### src/rtl/ifu_pkg.sv
// Shared types and constants for the instruction fetch unit.
package ifu_pkg;

  typedef enum logic [1:0] {
    IDLE  = 2'd0,
    RUN   = 2'd1,
    FAULT = 2'd2
  } ifu_state_e;

  localparam logic [31:0] PC_STEP      = 32'd4;
  localparam logic [31:0] DEF_RESET_PC = 32'h0000_0000;

  typedef struct packed {
    logic [31:0] pc;
    logic [31:0] inst;
  } fetch_entry_t;

endpackage

### src/rtl/ifu_fifo.sv
// Prefetch FIFO with a registered head entry.
// Flush empties the queue but leaves the head register untouched.
import ifu_pkg::*;

module ifu_fifo #(
  parameter int DEPTH = 2,
  parameter int AW    = (DEPTH > 1) ? $clog2(DEPTH) : 1
) (
  input  logic          clk,
  input  logic          rst,
  input  logic          push,
  input  logic          pop,
  input  logic          flush,
  input  logic [63:0]   din,
  output logic [AW:0]   count,
  output logic [63:0]   head
);

  logic [63:0]   mem_q [DEPTH];
  logic [AW-1:0] wr_q;
  logic [AW-1:0] rd_q;
  logic [AW-1:0] rd_nxt;
  logic [AW:0]   cnt_q;
  logic [63:0]   head_q;
  logic          do_push;
  logic          do_pop;

  assign do_push = push && !flush &&
                   (cnt_q != (AW+1)'(DEPTH));
  assign do_pop  = pop && !flush &&
                   (cnt_q != '0);
  assign rd_nxt  = rd_q + AW'(1);

  always_ff @(posedge clk) begin
    if (do_push) mem_q[wr_q] <= din;
  end

  always_ff @(posedge clk or posedge rst) begin
    if (rst) begin
      wr_q  <= '0;
      rd_q  <= '0;
      cnt_q <= '0;
    end else if (flush) begin
      wr_q  <= '0;
      rd_q  <= '0;
      cnt_q <= '0;
    end else begin
      if (do_push) wr_q <= wr_q + AW'(1);
      if (do_pop)  rd_q <= rd_nxt;
      if (do_push && !do_pop)
        cnt_q <= cnt_q + (AW+1)'(1);
      else if (do_pop && !do_push)
        cnt_q <= cnt_q - (AW+1)'(1);
    end
  end

  // Head tracks the entry that will be oldest after this edge.
  always_ff @(posedge clk or posedge rst) begin
    if (rst) begin
      head_q <= '0;
    end else if (do_push &&
                 ((cnt_q == '0) ||
                  ((cnt_q == (AW+1)'(1)) && do_pop))) begin
      head_q <= din;
    end else if (do_pop &&
                 (cnt_q > (AW+1)'(1))) begin
      head_q <= mem_q[rd_nxt];
    end
  end

  assign count = cnt_q;
  assign head  = head_q;

endmodule

### src/rtl/instruction_fetch_unit.sv
// IF stage: PC, fetch FSM, branch redirect and prefetch FIFO.
// Define IFU_MISALIGN_TRAP_EN to trap on misaligned branch targets.
import ifu_pkg::*;

module instruction_fetch_unit #(
  parameter logic [31:0] RESET_PC   = DEF_RESET_PC,
  parameter int          FIFO_DEPTH = 2
) (
  input  logic        clk,
  input  logic        rst,
  input  logic        fetch_en,
  output logic [31:0] inst_address,
  output logic        inst_read,
  input  logic [31:0] inst_out,
  input  logic        id_ready,
  output logic        if_valid,
  output logic [31:0] if_inst,
  output logic [31:0] if_pc,
`ifdef IFU_MISALIGN_TRAP_EN
  output logic        if_fault,
`endif
  input  logic        branch_valid,
  input  logic [31:0] branch_target
);

  localparam int AW = (FIFO_DEPTH > 1) ?
                      $clog2(FIFO_DEPTH) : 1;

  ifu_state_e   state_q;
  ifu_state_e   state_d;
  logic [31:0]  pc_q;
  logic [31:0]  pc_d;
  logic [AW:0]  count;
  logic [63:0]  head_raw;
  fetch_entry_t head;
  fetch_entry_t push_ent;
  logic         flush;
  logic         br_load;
  logic [31:0]  br_pc;

`ifdef IFU_MISALIGN_TRAP_EN
  logic misalign;
  assign misalign = branch_target[1:0] != 2'b00;
  assign flush    = branch_valid && (state_q != FAULT);
  assign br_load  = flush && !misalign;
  assign br_pc    = branch_target;
`else
  assign flush    = branch_valid;
  assign br_load  = branch_valid;
  assign br_pc    = branch_target & ~32'h3;
`endif

  always_ff @(posedge clk or posedge rst) begin
    if (rst) state_q <= IDLE;
    else     state_q <= state_d;
  end

  always_comb begin
    state_d = state_q;
    unique case (state_q)
      IDLE:    if (fetch_en)  state_d = RUN;
      RUN:     if (!fetch_en) state_d = IDLE;
`ifdef IFU_MISALIGN_TRAP_EN
      FAULT:   state_d = FAULT;
`endif
      default: state_d = IDLE;
    endcase
`ifdef IFU_MISALIGN_TRAP_EN
    if (flush && misalign) state_d = FAULT;
`endif
  end

  always_comb begin
    inst_read = (state_q == RUN) && fetch_en &&
                (count < (AW+1)'(FIFO_DEPTH));
`ifdef IFU_MISALIGN_TRAP_EN
    if_fault  = state_q == FAULT;
`endif
  end

  always_comb begin
    pc_d = pc_q;
    if (br_load)
      pc_d = br_pc;
    else if (inst_read && !flush)
      pc_d = pc_q + PC_STEP;
  end

  always_ff @(posedge clk or posedge rst) begin
    if (rst) pc_q <= RESET_PC;
    else     pc_q <= pc_d;
  end

  assign push_ent.pc   = pc_q;
  assign push_ent.inst = inst_out;

  ifu_fifo #(
    .DEPTH (FIFO_DEPTH)
  ) u_fifo (
    .clk   (clk),
    .rst   (rst),
    .push  (inst_read),
    .pop   (if_valid && id_ready),
    .flush (flush),
    .din   (push_ent),
    .count (count),
    .head  (head_raw)
  );

  assign head         = fetch_entry_t'(head_raw);
  assign inst_address = pc_q;
  assign if_valid     = count != '0;
  assign if_inst      = head.inst;
  assign if_pc        = head.pc;

endmodule
### config.mk
export PLATFORM = sky130hd
export DESIGN_NAME = instruction_fetch_unit
export DESIGN_NICKNAME = d
export VERILOG_FILES = /design/src/rtl/ifu_pkg.sv /design/src/rtl/ifu_fifo.sv /design/src/rtl/instruction_fetch_unit.sv
export SDC_FILE = /design/constraint.sdc
export NUM_CORES = 1
export LEC_CHECK = 0
export BUFFER_PORTS_ARGS = -buffer_cell sky130_fd_sc_hd__clkbuf_2
export CAP_MARGIN = 20
export CELL_PAD_IN_SITES_DETAIL_PLACEMENT = 0
export CELL_PAD_IN_SITES_GLOBAL_PLACEMENT = 2
export CORE_UTILIZATION = 41
export CTS_CLUSTER_DIAMETER = 200
export DETAILED_ROUTE_END_ITERATION = 12
export PLACE_DENSITY = 0.93
export SYNTH_ARGS = -nofsm -noshare
export SYNTH_HDL_FRONTEND = slang
export SYNTH_SLANG_ARGS = --single-unit
### constraint.sdc
create_clock -name clk -period 8.9 [get_ports clk]
set_input_delay 0.89 -clock clk [delete_from_list [all_inputs] [get_ports clk]]
set_output_delay 0.89 -clock clk [all_outputs]
set_load 0.02 [all_outputs]
==> flow_metrics.tcl, run 1 <==
set metrics [dict create \
    finalSetupViolations 0 \
    crit_arrival_ns 3.14 \
    wirelength_um 21090 \
    postSynthAreaPerCell_um2 13.13 \
    post_cts_buffers 0 \
    period_share_pct 33.87 \
    fin_skew_ns 0.009901 \
    cts_tree "built" \
    max-cap-violations 0 \
    maxSlewViolCount 0 \
    critical_path_class "in2reg" \
    synth_flop_cell "edfxtp_1" \
    fmax_mhz 331.7 \
    share_seq_of_total_power_pct 45.5 \
    p_sw_uw 1039 \
    drive_above_1_share_pct 31.80 \
    cts_resized 0 \
    core_area_mm2 0.02264 \
    p_total_uw 3232 \
    yosysSeqAreaShare_pct 64.91 \
    period_needed_ns 3.015 \
    yosysTopAreaCell "edfxtp_1" \
    cp_cell_sequence "clkbuf_2, buf_4, nor4b_1, nor2b_4, buf_4" \
    numCtsBuffers 24 \
    gr-usage-all-layers_pct 18.03 \
    start_util_pct 41.86 \
    synthArstFlopShare_pct 43.89 \
    ys_types 48 \
    ys_ff_latch 221 \
    antenna_found_initial 0 \
    setup_slack_ns 5.885 \
    numPortBuffers 160 \
    seqCellArea_mm2 0.006155 \
    rows 55 \
    max-slew-margin-rel_pct 23.68 \
    ir_drop_uv 158.4 \
    ctsLongestPathBuffers 3 \
    internal-power_uw 2193 \
    cp.required_ns 9.02 \
    end_kind "register" \
    ctsHoldBuffers 0 \
    pwr_density_cell_mw_per_mm2 285.0 \
    grt_overflow_total 0 \
    gp_congestion 0.7355 \
    antenna_cells 0 \
    dieArea_mm2 0.02373 \
    dp_hpwl_um 12550 \
    grt_max_degree 125 \
    pre_cts_ws_ns 5.211 \
    status "finished clean" \
    die_h_um 154.0 \
    clock_latency_ns 0.50 \
    layout.nets 949 \
    hold_violations 0 \
    fp.dieW_um 154.0 \
    ant_nets 0 \
    wire_per_inst_um 17.90 \
    htree_levels 1 \
    initialDrtViolationCount 329 \
    tns_ns 0 \
    vias 6223 \
    synth_edf_count 124 \
    synth_top_area_share_pct 39.29 \
    p_comb_share_pct 24.6 \
    fillers 2011 \
    first_pass_iters 4 \
    cp-start-kind "input pin" \
    area_growth_pct 19.63 \
    clock_sinks 221 \
    switching_share_pct 32.15 \
    cts-root-buf "clkbuf_16" \
    clkTransAtPathRegs_ns 0.06 \
    io_pins 167 \
    crit_top_cell "buf_4" \
    rsz0062_at_grt "false" \
    ys_warn_count 0 \
    synth_area_mm2 0.009477 \
    pwr-share-clk_pct 29.9 \
    path_max_fanout 62 \
    worst_slew_pin_slew_ns 1.145 \
    drc 0 \
    slowest_stage "nor4b_1" \
    total_leakage_power_uw 0.004833 \
    multiInputGateArea_mm2 0.003139 \
    grt_pass1_wl_um 34000 \
    slowest_delay_ns 0.83 \
    viasPerCell 5.283 \
    holdWs_ns 0.3809 \
    netlist_top_cells_area "edfxtp_1 39%, dfrtp_1 26%, mux2_2 7.4%, mux2i_1 6.7%, o21ai_0 4.0%" \
    grt_pass1_vias 6248 \
    synthCells 722 \
    holdCritPathClass "in2async" \
]
[cells in the final DEF, fill, tap and decap left out, types with 2 or more instances in the layout]
| cell type | n |
|---|---|
| nor2b_1 | 2 |
| conb_1 | 4 |
| inv_1 | 8 |
| a311o_1 | 2 |
| xor2_1 | 4 |
| dfrtp_1 | 96 |
| nor2b_4 | 2 |
| clkbuf_16 | 26 |
| nor2_1 | 22 |
| a31oi_1 | 10 |
| mux2i_1 | 63 |
| nor3_1 | 3 |
| nand3_1 | 14 |
| o21ai_0 | 75 |
| clkinv_2 | 7 |
| o31ai_1 | 9 |
| o211ai_1 | 4 |
| edfxtp_1 | 124 |
| mux2_2 | 62 |
| a21oi_1 | 5 |
| clkinv_1 | 3 |
| nand3b_1 | 3 |
| clkinvlp_4 | 2 |
| or4_1 | 13 |
| clkbuf_2 | 160 |
| clkbuf_8 | 2 |
| buf_4 | 5 |
| and3_1 | 4 |
| nor4_1 | 4 |
| a211o_1 | 2 |
| nand2_1 | 96 |
| and4_1 | 2 |
| nand4_1 | 11 |
| and4_2 | 3 |
| ha_1 | 5 |
| or4_2 | 3 |
| xnor2_1 | 10 |
| clkbuf_1 | 3 |
[metal layers]
metal  vias up  share of wire [%]  track usage [%]
met5         -                  0                0
met4         0                1.4            4.667
met3        22                5.0            2.931
met2       179                 47            30.30
met1      3041                 46            24.29
li1       2981                  -                -
[path summary, 6_finish.rpt]
kind	depth (start not counted)	start	endpoint	slack, ns
hold reg to reg	1	state_q[0]$_DFFE_PP0P_	state_q[0]$_DFFE_PP0P_	0.48
hold / removal	2	rst	u_fifo.head[9]$_DFFE_PP0P_	0.38
setup / recovery	5	branch_valid	u_fifo.mem_q[0][6]$_DFFE_PP_	5.89
min in group clk	1	state_q[0]$_DFFE_PP0P_	state_q[0]$_DFFE_PP0P_	0.48
max in group asynchronous	3	rst	u_fifo.rd_q$_DFFE_PP0P_	7.08
setup reg to reg	4	u_fifo.count[1]$_DFFE_PP0P_	u_fifo.mem_q[0][6]$_DFFE_PP_	5.95
[metrics by stage]
stage | util, % | cell area [um^2] | std cells
after floorplan | - | 9488 | 725
after global placement | 46.50 | 10530 | 1133
after detailed placement | 46.50 | 10530 | 1133
after CTS | 49.95 | 11310 | 1177
after global routing | 50.07 | 11340 | 1178
final | 50.07 | 11340 | 1178
[cells in the mapped netlist (all sizes together) (5+ instances only)]
cell and number:
o21ai 75, a21oi 5, edfxtp 124, ha 5
a31oi 10, and3 5, inv 10, nand2 96
and4 5, clkbuf 24, nand4 12, xnor2 10
nor2 22, mux2 62, mux2i 63, or4 16
nand3 15, o31ai 9, dfrtp 97, buf 17
[power groups by stage]
| stage | combinational, uW | clock (uW) | sequential [uW] |
|---|---|---|---|
| finish | 796 | 965 | 1470 |
| global route | 873 | 1030 | 1500 |
| CTS | 806 | 993 | 1480 |
| detailed placement | 804 | 0 | 1500 |
| global placement | 793 | 0 | 1480 |
| floorplan | 390 | 0 | 1600 |
[worst max-delay path: cells and delay by family]
family | cells | cell delay (ns)
buffers and inverters | 3 | 1.09
and+or+nand+nor | 2 | 1.11
[flip-flops by register name (all words and copies together) (netlist names)]
signal / cells
u_fifo.count: 2
u_fifo.rd_q: 1
u_fifo.wr_q: 1
u_fifo.mem_q: 124
u_fifo.head: 62
state_q: 1
inst_address: 30
[area by class of cell]
type | count | area share, %
multi-input cells | 452 | 27.69
clock inverters | 13 | 0.8057
clock buffers | 31 | 6.081
repair buffers | 166 | 7.637
flip-flops and latches | 221 | 54.29
inverters | 10 | 0.3532
well taps | 285 | 3.145
[cells by family (layout without fill, tap and decap cells)]
group | Yosys count | in the layout | share of synthesized area [%]
XOR/XNOR | 14 | 14 | 1.294
buffers and inverters | 52 | 220 | 2.403
multiplexers | 125 | 125 | 14.02
AO/OA/AOI/OAI | 108 | 108 | 6.403
other | 1 | 4 | 0.03957
flip-flops | 221 | 221 | 64.91
adder cells (fa/ha/maj) | 5 | 5 | 0.6602
AND/OR/NAND/NOR | 196 | 196 | 10.27
Note: power is estimated with default switching activity, not from simulation.
==> run 2: changes to the inputs <==
Settings changed: CORE_UTILIZATION 41 to 38, PLACE_DENSITY 0.93 to 0.88.
Clock period 8.9 ns to 2.95 ns, I/O delays scaled along.
==> run 2 against run 1 <==
Effect of this change:
- clock skew up 0.0027 ns
- final cell count up 7.7%
- routed wire length up 4.9%
- hold slack worse by 0.36 ns
- largest cell class unchanged
- final area up 4.7%
- highest routed layer unchanged
==> flow_metrics.tcl, run 2 (same netlist as run 1, synthesis figures left out) <==
set metrics [dict create \
    pwr_density_cell_mw_per_mm2 806.1 \
    dpl-instance-area_mm2 0.01083 \
    top_usage_layer "met2" \
    rsz0062_at_grt "false" \
    initialDrtViolationCount 276 \
    ir_drop_uv 317.2 \
    layout_common_cells "160 x clkbuf_2, 124 x edfxtp_1, 96 x nand2_1, 96 x dfrtp_1, 75 x o21ai_0" \
    use_met2_pct 29.17 \
    layout_commonest_cell "clkbuf_2" \
    dp_hpwl_um 13840 \
    cts_tree "built" \
    finalSetupViolations 0 \
    gr-usage-all-layers_pct 17.27 \
    critical_path_class "reg2reg" \
    drive_above_1_share_pct 30.90 \
    clock_latency_ns 0.50 \
    path_max_fanout 10 \
    fmax_mhz 444.9 \
    period_share_pct 76.20 \
    maxSlewViolCount 0 \
    io_pins 167 \
    max-slew-margin-rel_pct 41.89 \
    cp.required_ns 3.37 \
    numCtsBuffers 23 \
    grt_overflow_total 0 \
    first_pass_iters 4 \
    start_util_pct 38.85 \
    pre_cts_ws_ns 0.6947 \
    wirelength_um 22120 \
    largest-register "u_fifo.mem_q" \
    area_growth_pct 25.31 \
    cts_resized 0 \
    grt_pass1_vias 6344 \
    post_cts_buffers 0 \
    max-cap-violations 0 \
    clock_sinks 221 \
    ctsLongestPathBuffers 3 \
    grt_use_met3_pct 2.623 \
    clkTransAtPathRegs_ns 0.06 \
    use_met1_pct 23.21 \
    cp-start-kind "register" \
    tns_ns 0 \
    wire_per_inst_um 17.43 \
    status "finished clean" \
    gp_congestion 0.7661 \
    numPortBuffers 160 \
    fillers 2242 \
    fin_skew_ns 0.01259 \
    antenna_found_initial 0 \
    rows 57 \
    holdCritPathClass "in2reg" \
    hold_violations 0 \
    grt_pass1_wl_um 34700 \
    min_path_cells 3 \
    dieArea_mm2 0.02557 \
    antenna_cells 0 \
    largest_reg_flops 124 \
    setup_slack_ns 0.7021 \
    drc 0 \
    core_area_mm2 0.02439 \
    vias 6355 \
    fp.dieW_um 159.9 \
    worst_slew_pin_slew_ns 0.8716 \
    end_kind "register" \
    period_needed_ns 2.248 \
    ctsHoldBuffers 39 \
    ant_nets 0 \
    htree_levels 1 \
    cts-root-buf "clkbuf_16" \
    worstRegToRegCells 4 \
    total_leakage_power_uw 0.005044 \
    crit_arrival_ns 2.67 \
    viasPerCell 5.008 \
    layout.nets 1003 \
    grt_max_degree 63 \
    final_area_mm2 0.01188 \
    die_h_um 159.9 \
]
run 2: changes by cell type in the layout (fill, tap and decap cells not counted):
cell / before / now
clkinv_2: 7 / 6
buf_12: 0 / 10
buf_16: 1 / 0
clkbuf_8: 2 / 0
clkbuf_1: 3 / 6
buf_4: 5 / 12
clkinvlp_4: 2 / 1
clkbuf_16: 26 / 23
bufinv_16: 1 / 0
dlygate4sd3_1: 0 / 39
clkinv_1: 3 / 5
run 2: stage by stage:
| step | std cells | hold WS [ns] | total power, uW | utilization (%) |
|---|---|---|---|---|
| finish | 1269 | 0.01767 | 9572 | 48.69 |
| global route | 1269 | 0.01808 | 10070 | 48.69 |
| CTS | 1269 | 0.001373 | 9715 | 48.69 |
| detailed placement | 1189 | 0.4634 | 7070 | 44.40 |
| global placement | 1189 | 0.4644 | 7006 | 44.40 |
| floorplan | 725 | 0.3939 | 6000 | - |
run 2: final cells by class:
cell class | count | area, um^2 | area share, %
clock buffers | 29 | 598.1 | 5.036
inverters | 10 | 40.04 | 0.3372
clock inverters | 12 | 56.30 | 0.4741
repair buffers | 221 | 1481 | 12.48
multi-input cells | 452 | 3139 | 26.44
well taps | 324 | 405.4 | 3.414
flip-flops and latches | 221 | 6155 | 51.83
run 2: final timing paths:
| kind | endpoint | slack (ns) | from |
|---|---|---|---|
| min in group asynchronous | u_fifo.head[9]$_DFFE_PP0P_ | 0.55 | rst |
| max in group asynchronous | inst_address[4]$_DFFE_PP0N_ | 1.67 | rst |
| worst min-delay path | inst_address[11]$_DFFE_PP0N_ | 0.02 | branch_target[11] |
| worst min register to register | state_q[0]$_DFFE_PP0P_ | 0.47 | state_q[0]$_DFFE_PP0P_ |
| worst max-delay path | inst_address[28]$_DFFE_PP0N_ | 0.70 | inst_address[20]$_DFFE_PP0N_ |
| worst max register to register | inst_address[28]$_DFFE_PP0N_ | 0.70 | inst_address[20]$_DFFE_PP0N_ |
run 2: critical path, stage by stage, from the launching register on:
cell and delay [ns]:
dfrtp_1 0.53, nand4_2 0.20, or4_1 0.72, or4_1 0.52, a31oi_1 0.19
run 2: power by group:
part | switching [uW] | internal (uW) | total (uW)
clock | 1130 | 1430 | 2560
sequential | 416 | 3940 | 4350
combinational | 1590 | 1060 | 2650
total | 3140 | 6430 | 9570
run 2: per-layer routing:
metal | share of wire [%] | vias up
li1 | - | 3074
met1 | 46 | 3096
met2 | 48 | 153
met3 | 4.6 | 32
met4 | 1.9 | 0
met5 | 0 | -
==> run 3: changes to the inputs <==
Clock period 2.95 ns to 2.3 ns, I/O delays scaled along.
==> run 3 against run 2 <==
Effect of this change:
- critical path type unchanged
- largest power group unchanged
- register-to-register slack worse by 0.45 ns
- die area unchanged
- critical endpoint is now inst_address[27]$_DFFE_PP0N_
- hold slack better by 0.0063 ns
==> flow_metrics.tcl, run 3 (same netlist as run 1, synthesis figures left out) <==
set metrics [dict create \
    status "finished clean" \
    cp_cell_sequence "nand2_1, or4_1, or4_1, a31oi_1" \
    fmax_mhz 488.3 \
    total_leakage_power_uw 0.005291 \
    grt_overflow_total 0 \
    use_met1_pct 24.59 \
    end_kind "register" \
    crit_arrival_ns 2.48 \
    numCtsBuffers 24 \
    cts-root-buf "clkbuf_16" \
    regToRegStartpoint "inst_address[22]$_DFFE_PP0N_" \
    crit_top_cell "or4_1" \
    crit_cells 4 \
    cts_tree "built" \
    numPortBuffers 160 \
    finalSetupViolations 0 \
    rsz0062_at_grt "false" \
    htree_levels 1 \
    slowest_delay_ns 0.68 \
    period_needed_ns 2.048 \
    layout_common_cells "160 x clkbuf_2, 124 x edfxtp_1, 96 x nand2_1, 95 x dfrtp_1, 75 x o21ai_0" \
    share_seq_of_total_power_pct 43.4 \
    path_max_fanout 10 \
    clkTransAtPathRegs_ns 0.06 \
    slowest_stage "or4_1" \
    drive_above_1_share_pct 32.69 \
    pre_cts_ws_ns 0.2689 \
    wire_per_inst_um 16.97 \
    cp-start-kind "register" \
    ant_nets 0 \
    rows 57 \
    die_h_um 159.9 \
    antenna_cells 0 \
    start_util_pct 38.85 \
    io_pins 167 \
    gp_congestion 0.7661 \
    worst_slew_pin_slew_ns 0.6833 \
    ir_drop_uv 498.0 \
    grt_use_met3_pct 2.649 \
    ctsLongestPathBuffers 3 \
    hold_violations 0 \
    wirelength_um 22310 \
    grt_pass1_wl_um 35560 \
    grt_max_degree 85 \
    internal-power_uw 8678 \
    vias 6579 \
    gr-usage-all-layers_pct 17.67 \
    p_sw_uw 4099 \
    path_buf_inv 0 \
    max-cap-violations 0 \
    cts_resized 0 \
    seqCellArea_mm2 0.006156 \
    top_usage_layer "met2" \
    hold_start "branch_target[31]" \
    fp.dieW_um 159.9 \
    worstRegToRegCells 4 \
    crit_path_start "inst_address[22]$_DFFE_PP0N_" \
    pwr_density_cell_mw_per_mm2 1031 \
    drc 0 \
    min_path_cells 3 \
    clock_sinks 221 \
    setup_slack_ns 0.2522 \
    layout.nets 1047 \
    holdWs_ns 0.02400 \
    dp_hpwl_um 14350 \
    switching_share_pct 32.08 \
    core_area_mm2 0.02439 \
    dpl-instance-area_mm2 0.01101 \
    max-slew-margin-rel_pct 54.35 \
    grt_pass1_vias 6499 \
    critical_path_class "reg2reg" \
    p_total_uw 12780 \
    cp_top_family "simple AND/OR/NAND/NOR gates" \
    largest-register "u_fifo.mem_q" \
    use_met2_pct 28.95 \
    maxSlewViolCount 0 \
    fillers 2174 \
    multiInputGateArea_mm2 0.003167 \
    area_growth_pct 30.74 \
    fin_skew_ns 0.006628 \
    p_comb_share_pct 27.7 \
    final_area_mm2 0.01239 \
    pwr-share-clk_pct 29.0 \
    first_pass_iters 5 \
    initialDrtViolationCount 296 \
    cp.required_ns 2.73 \
    holdCritPathClass "in2reg" \
    viasPerCell 5.003 \
    clock_latency_ns 0.51 \
    antenna_found_initial 0 \
    dieArea_mm2 0.02557 \
    layout_commonest_cell "clkbuf_2" \
    largest_reg_flops 124 \
    period_share_pct 89.04 \
]
==> run 3: final cells by class <==
class,instances,share of cell area [%]
flip-flops and latches,221,49.69
multi-input cells,452,25.56
repair buffers,264,14.91
clock buffers,31,5.474
well taps,324,3.272
clock inverters,13,0.7675
inverters,10,0.3333
==> run 3: final timing paths <==
kind                       slack, ns                      endpoint
min                             0.02  inst_address[31]$_DFFE_PP0N_
min in group asynchronous       0.36   u_fifo.head[30]$_DFFE_PP0P_
max in group asynchronous       1.25       u_fifo.rd_q$_DFFE_PP0P_
max reg2reg                     0.25  inst_address[27]$_DFFE_PP0N_
min reg2reg                     0.50        state_q[0]$_DFFE_PP0P_
max                             0.25  inst_address[27]$_DFFE_PP0N_
==> run 3: metal layers <==
metal,vias to the layer above,wire [um]
met5,-,0
met4,0,412
met3,27,1080
met2,174,10400
met1,3204,10430
li1,3174,-
==> run 3: worst min-delay path, delay by kind of cell <==
family	cells	cell delay, ns
AND/OR/NAND/NOR	1	0.08
buffers and inverters	1	0.10
AO/OA/AOI/OAI	1	0.08
==> run 3: power groups by stage <==
stage	Clock [uW]	Sequential (uW)	Combinational (uW)
2_1_floorplan	0	6190	1530
3_3_place_gp	0	5590	3460
3_5_place_dp	0	5640	3500
4_1_cts	3800	5560	3590
5_1_grt	3930	5660	3850
6_report	3700	5540	3540
==> run 3: timing repair <==
action / in CTS / in global routing
setup buffers: 0 / 0
endpoints found under the hold margin: 144 / 0
hold buffers: 61 / 0
==> run 3: through the flow <==
stage | std cells | TNS [ns] | util (%)
CTS | 1315 | 0 | 50.80
global placement | 1210 | 0 | 45.12
detailed placement | 1210 | 0 | 45.12
global route | 1315 | 0 | 50.80
floorplan | 725 | -2.883 | -
finish | 1315 | 0 | 50.80
